## src/rtl/g_bitwise_acc.sv

```systemverilog
// g_bitwise_acc: multi-operand bitwise reducer (AND/OR/XOR/NAND) over a
// valid/ready framed word stream; one reduced word, beat count and zero flag
// per frame.
module g_bitwise_acc #(
  parameter int WIDTH = 16,
  parameter int CNT_W = 8
) (
  input  logic             clk,
  input  logic             reset,
  input  logic [1:0]       op,
  input  logic             in_valid,
  output logic             in_ready,
  input  logic [WIDTH-1:0] in_data,
  input  logic             in_last,
  output logic             out_valid,
  input  logic             out_ready,
  output logic [WIDTH-1:0] out_data,
  output logic [CNT_W-1:0] out_count,
  output logic             out_zero
);

  typedef enum logic [1:0] {
    IDLE = 2'd0,
    ACC  = 2'd1,
    DONE = 2'd2
  } state_t;

  state_t           state, state_nxt;
  logic [WIDTH-1:0] acc;
  logic [1:0]       op_r;
  logic [CNT_W-1:0] cnt;
  logic             beat;

  assign beat = in_valid && in_ready;

  // State register.
  always_ff @(posedge clk or posedge reset) begin
    if (reset) begin
      state <= IDLE;
    end else begin
      state <= state_nxt;
    end
  end

  // Next-state and handshake outputs.
  always_comb begin
    state_nxt = state;
    in_ready  = 1'b0;
    out_valid = 1'b0;
    case (state)
      IDLE: begin
        in_ready = 1'b1;
        if (in_valid) state_nxt = in_last ? DONE : ACC;
      end
      ACC: begin
        in_ready = 1'b1;
        if (in_valid && in_last) state_nxt = DONE;
      end
      DONE: begin
        out_valid = 1'b1;
        if (out_ready) state_nxt = IDLE;
      end
      default: state_nxt = IDLE;
    endcase
  end

  // Accumulator, latched op and saturating beat counter.
  // NAND accumulates as AND; the inversion is applied once on the output.
  always_ff @(posedge clk or posedge reset) begin
    if (reset) begin
      acc  <= '0;
      op_r <= '0;
      cnt  <= '0;
    end else if (beat) begin
      if (state == IDLE) begin
        acc  <= in_data;
        op_r <= op;
        cnt  <= CNT_W'(1);
      end else begin
        case (op_r)
          2'd1:    acc <= acc | in_data;
          2'd2:    acc <= acc ^ in_data;
          default: acc <= acc & in_data;
        endcase
        if (cnt != '1) cnt <= cnt + CNT_W'(1);
      end
    end
  end

  // Result view, derived purely from registers so it holds under backpressure.
  always_comb begin
    out_data  = (op_r == 2'd3) ? ~acc : acc;
    out_count = cnt;
    out_zero  = ~|out_data;
  end

endmodule

```

## config.mk

```make
export PLATFORM = sky130hd
export DESIGN_NAME = g_bitwise_acc
export DESIGN_NICKNAME = d
export VERILOG_FILES = /design/src/rtl/g_bitwise_acc.sv
export SDC_FILE = /design/constraint.sdc
export NUM_CORES = 1
export LEC_CHECK = 0
export CAP_MARGIN = 25
export CORE_MARGIN = 4
export CORE_UTILIZATION = 53
export DETAILED_ROUTE_END_ITERATION = 8
export GPL_ROUTABILITY_DRIVEN = 0
export PLACE_DENSITY = 0.83
export SLEW_MARGIN = 25
export SYNTH_ARGS = -nofsm -noshare
export SYNTH_HDL_FRONTEND = slang
export SYNTH_SLANG_ARGS = --single-unit
```

## constraint.sdc

```tcl
create_clock -name clk -period 1.91 [get_ports clk]
set_input_delay 0.382 -clock clk [delete_from_list [all_inputs] [get_ports clk]]
set_output_delay 0.382 -clock clk [all_outputs]
set_load 0.02 [all_outputs]
```

==> impl_metrics.toml, run 1 <==
[yosys]
ys_types = 43
ys.flop_type = "dfrtp_1"
seq_area_frac_synth_pct = 27.28
syn-num-nets = 350
postSynth.asyncResetShare_pct = 100.0
yosys_warnings = 0
ys_ff_latch = 28
synth_area_per_cell_um2 = 8.827
synth_edf_count = 0
syn_area_mm2 = 0.002569
postSynthCellCount = 291

[floorplan]
core_mm2 = 0.004723
pin_count = 50
placementRows = 25
dieArea_mm2 = 0.006024
die_w_um = 77.62
initial_core_util_pct = 54.38
die_height_um = 77.62

[place]
port_buffers = 49
hpwl_um = 4897
dpl_cell_area_mm2 = 0.003502

[clock_network]
h-tree-depth = 1
cts_sinks = 28
clk_pin_slew_ps = 100
postCtsHoldBufs = 0
clkLatencyLatePin_ps = 280
cts_tree = "yes"
cts.path.max_buffers = 2
numCtsBuffers = 3
cts_root_buf = "clkbuf_8"

[timing]
setup-tns-final_ps = -1132
fin_crit_ps = 2258
fin_crit_sh_pct = 118.2
drv_slew = 0
max_slew.worst_pin.slew_ps = 468.5
slew_headroom_pct = 68.73
hold_viol = 0
setup-violations-final = 9
skew_ps = 4.817
clock.fmax_mhz = 442.8
setup_ws_ps = -348.4
hold_slack_ps = 459.3
rsz0062_at_grt = "yes"

[power]
switching_power_mw = 1.747
p_seq_share_pct = 23.5
power_frac_clock_pct = 9.3
powerDensity_mw_per_mm2 = 1064
p_leak_nw = 1.761
swShare_pct = 43.43
total_power_mw = 4.023
p_int_mw = 2.276
combPwrFrac_pct = 67.2
ir_drop_mv = 0.5570

[route]
num_vias = 2463
viasPerCell = 5.522
totalWireLength_um = 7391
drtPass1Iterations = 4
wire_per_inst_um = 16.57
drt-initial-drc-count = 172
antenna_left = 0
drc = 0

[global_route]
grt_max_degree = 33
grt_pass1_wl_um = 11630
grt_pass1_vias = 2415
globalRouteOverflowTotal = 0
grtUsageTotal_pct = 23.77
antenna_found_initial = 0

[critical_path]
r2r_start = "op_r[0]"
startpoint_type = "flop"
reg2reg_depth = 6
worst_ep_arrival_time_ps = 1880
slowest_delay_ps = 430
required_ps = 1530
cp-startpoint = "op_r[1]"
crit_path_max_fanout = 6
r2r_slack_ps = 80
worstSetupEndpointType = "primary output"
worstPathCellList = "ha_4 -> buf_12 -> xor2_4 -> nor4_2 -> and4_4 -> buf_6"
worstSetupPathType = "reg -> out"
cp_slowest_cell = "dfrtp_1"

[worst_hold_path]
hp-class = "in -> async"

[cells_and_area]
fillCellCount = 290
stdcell_area_mm2 = 0.003782
nets = 439
antenna_cells = 0
regArea_um2 = 700.7
syn2layout_area_growth_pct = 47.25
layout-drive-gt1-share_pct = 26.12
multi_input_comb_area_mm2 = 0.001842

[status]
status = "finished with violations"
violations = "setup timing"

[run]
maxCapViolations = 0
cell type report:
cell class                 instances  area share (%)
multi-input combinational        201           48.69
timing repair buffer             102           24.74
sequential                        28           18.52
inverter                          44           4.367
tap                               67           2.216
clock buffer                       4           1.456
placed cells by master, fill, tap and decap left out, types with 2 or more instances in the layout:
cell type and n:
inv_1 44, and3_1 2, buf_6 15, buf_2 4, xor2_1 2, a21o_1 5, nand4b_1 2, clkdlybuf4s15_2 3
a221oi_1 5, xor2_2 5, xor2_4 9, a41oi_1 2, nor2b_1 13, clkdlybuf4s50_1 32, o221ai_1 6, buf_4 46
clkbuf_8 4, a21oi_1 7, nor4_2 3, and4b_1 4, nand2b_1 18, nand2_1 12, nand3_1 2, a211oi_1 2
ha_1 35, o22a_1 11, nand4_1 2, o21ai_0 18, a31oi_1 6, nor2_1 8, a311oi_1 6, dfrtp_1 28
synthesized netlist by cell type, types with 2 or more instances:
cell      instances  area share [%]
a41oi_1           2            0.68
clkbuf_1          6            0.88
nand2b_1         18             4.4
and4b_1           4             1.6
and3_1            2            0.49
nor4_1            5             1.2
a211oi_1          2            0.58
a21oi_1           7             1.4
o21ai_0          18             3.5
inv_1            44             6.4
o22a_1           11             3.8
buf_6             2            0.88
clkbuf_2          2            0.39
nor2_1            8             1.2
a21o_1            5             1.5
dfrtp_1          28              27
a311oi_1          7             2.4
nand3_1           2            0.39
xor2_1           15             5.1
nand4_1           2            0.49
buf_2             5            0.97
nand2_1          12             1.8
nand4b_1          2            0.68
buf_4             2            0.58
a31oi_1           6             1.5
nor2b_1          13             3.2
ha_1             36              18
a221oi_1          5             1.7
o221ai_1          6             2.0
logic make-up (layout without fill, tap and decap cells):
logic type               after synthesis  count (layout)  synth area share, %
XOR/XNOR                              16              16                5.748
AO/OA/AOI/OAI                         73              73                20.26
adder cells (fa/ha/maj)               36              36                17.54
flip-flops                            28              28                27.28
buffers and inverters                 62             150                10.91
AND/OR/NAND/NOR                       75              75                17.83
multiplexers                           1               1               0.4384
metal layers:
metal | vias up | wire (um) | global-route usage (%) | share of wire (%)
met1 | 1211 | 3166 | 31.13 | 43
met5 | - | 0 | 0 | 0
met2 | 71 | 3900 | 42.55 | 53
li1 | 1174 | - | - | -
met4 | 0 | 67 | 5.160 | 0.91
met3 | 7 | 257 | 1.972 | 3.5
worst paths after layout:
check | to
max | out_zero
max in group asynchronous | acc[1]
min reg2reg | state[0]
min | out_count[5]
max reg2reg | acc[12]
min in group clk | state[0]
power by group through the flow:
stage                     Sequential, mW  Clock [mW]  Combinational, mW
final                              0.947       0.374               2.70
after global routing               0.971       0.403               2.91
after CTS                          0.909       0.375               2.40
after detailed placement           0.905           0               2.41
after global placement             0.900           0               2.33
after floorplan                    0.942           0               1.24
registers in the layout, summed over array words and instances (netlist names):
| signal | flops |
|---|---|
| out_count | 8 |
| state | 2 |
| acc | 16 |
| op_r | 2 |
metrics by stage:
step                worst slack (ps)  cells  utilization, %
floorplan                     -53.45    291               -
global placement              -507.1    439           74.15
detailed placement            -543.2    439           74.15
CTS                           -322.7    444           76.16
global route                  -424.2    446           80.08
finish                        -348.4    446           80.08
critical path, delay by kind of cell (launching register included):
family	cells	cell delay, ps
xor gates and xnor gates	1	150
and+or+nand+nor	2	540
buffers and inverters	2	270
adders and majority gates	1	210
DFF	1	430
timing repair:
item,4_1_cts,5_1_grt
endpoints found under the setup margin,17,17
resized for setup,77,34
cloned,1,0
setup buffers,1,2
pin swaps,5,4
Note: power is estimated with default switching activity, not from simulation.
==> run 2, diff against run 1 <==
- CORE_MARGIN: 4 -> 1.5
==> run 2 against run 1 <==
The flow still finishes with violations (setup timing). Sequential share of layout area is 0.17 points higher. Combinational power hardly changed. Clock skew is 2.6 ps higher. First-iteration DRC count is 15% higher. Clock power is 3% higher. Largest cell class unchanged.
==> impl_metrics.toml, run 2 (synthesis results as in run 1) <==
[timing]
slew_headroom_pct = 72.63
fin_crit_ps = 2302
setup_ws_ps = -392.3
setup-violations-final = 6
skew_ps = 7.371
drv_slew = 0
fin_crit_sh_pct = 120.5
setup-tns-final_ps = -728.6
hold_viol = 0
hold_slack_ps = 449.0
rsz0062_at_grt = "yes"
max_slew.worst_pin.slew_ps = 410.1
clock.fmax_mhz = 434.4

[clock_network]
clkLatencyLatePin_ps = 280
postCtsHoldBufs = 0
cts_root_buf = "clkbuf_8"
numCtsBuffers = 3
clk_pin_slew_ps = 100
cts_sinks = 28
cts.path.max_buffers = 2
h-tree-depth = 1
cts_tree = "yes"

[critical_path]
cp_slowest_cell = "dfrtp_1"
worstSetupPathType = "reg -> out"
r2r_slack_ps = 130
timing.critical_path.buf_inv = 2
slowest_delay_ps = 430
worst_r2r_endpoint = "acc[3]"
r2r_start = "op_r[0]"
required_ps = 1530
cpLargestDelayFamily = "simple AND/OR/NAND/NOR gates"
worstSetupEndpointType = "primary output"
reg2reg_depth = 7
cp-startpoint = "op_r[1]"
worstPathCellList = "ha_4 -> buf_6 -> xor2_4 -> nor4_2 -> and4_2 -> buf_6"
startpoint_type = "flop"
worst_ep_arrival_time_ps = 1920
crit_path_max_fanout = 6
timing.critical_path.mode_cell = "buf_6"

[route]
viasPerCell = 5.829
drc = 0
drt-initial-drc-count = 198
num_vias = 2530
drtPass1Iterations = 5
wire_per_inst_um = 17.34
totalWireLength_um = 7527
antenna_left = 0

[global_route]
grt_max_degree = 33
grt_pass1_vias = 2459
globalRouteOverflowTotal = 0
grt_pass1_wl_um = 11180
antenna_found_initial = 0
grtUsageTotal_pct = 27.07

[run]
maxCapViolations = 0

[cells_and_area]
top_register = "acc"
fillCellCount = 281
stdcell_area_mm2 = 0.003749
regArea_um2 = 700.7
antenna_cells = 0
mostFrequentLayoutCell = "buf_4"
layout-drive-gt1-share_pct = 26.32
largest_reg_flops = 16
nets = 440
instances_no_fill = 434
most-common-layout-cells = "buf_4, inv_1, ha_1"
fin_util_pct = 79.89
multi_input_comb_area_mm2 = 0.001812
syn2layout_area_growth_pct = 45.93

[power]
p_int_mw = 2.296
combPwrFrac_pct = 67.1
swShare_pct = 42.97
p_leak_nw = 1.765
ir_drop_mv = 0.5099
total_power_mw = 4.025
p_seq_share_pct = 23.4
switching_power_mw = 1.729
power_frac_clock_pct = 9.6
powerDensity_mw_per_mm2 = 1074

[place]
dp_cells = 425
pre_cts_ws_ps = -565.3
port_buffers = 49
hpwl_um = 4927
dpl_cell_area_mm2 = 0.003478

[floorplan]
die_w_um = 72.62
die_height_um = 72.62
pin_count = 50
placementRows = 25
initial_core_util_pct = 54.75
dieArea_mm2 = 0.005273
core_mm2 = 0.004692

[worst_hold_path]
hp-class = "in -> async"

[status]
violations = "setup timing"
status = "finished with violations"
==> run 2: cell types whose count changed in the layout (fill, tap and decap cells not counted), sizes merged <==
cell and change:
buf +3, clkdlybuf4s15 -2
==> run 2: layer usage <==
layer  part of all wire (%)  track usage [%]
met1                     41            34.36
met2                     52            47.91
met3                    5.2            3.039
met4                    1.7            9.015
met5                      0                0
==> run 2: power by group through the flow <==
stage	logic, mW	registers, mW	clock network (mW)
6_report	2.70	0.940	0.385
5_1_grt	2.88	0.958	0.407
4_1_cts	2.45	0.912	0.377
3_5_place_dp	2.42	0.903	0
3_3_place_gp	2.31	0.902	0
2_1_floorplan	1.24	0.942	0
==> run 2: cell type report <==
cell class                 count  area share, %
sequential                    28          18.69
clock buffer                   4          1.469
inverter                      44          4.406
tap                           54          1.802
multi-input combinational    201          48.33
timing repair buffer         103          25.30
==> run 2: what timing repair did <==
action,CTS,global route
setup buffers,2,6
pin swaps,5,2
gates cloned,1,0
endpoints found under the setup margin,17,16
gates resized for setup,81,34
==> run 2: how the worst max path moves through the flow <==
stage          endpoint  slack [ps]  cells after the start
3_3_place_gp   out_zero        -540                      6
6_report       out_zero        -390                      6
4_1_cts        out_zero        -360                      6
2_1_floorplan  out_zero         -50                      6
5_1_grt        out_zero        -450                      6
3_5_place_dp   out_zero        -570                      6
==> run 2: worst register-to-register path: stages (launching register included) <==
cell	delay, ps
dfrtp_1	410
buf_4	130
inv_1	40
ha_1	340
buf_4	190
nor2b_1	150
a311oi_1	270
o22a_1	190
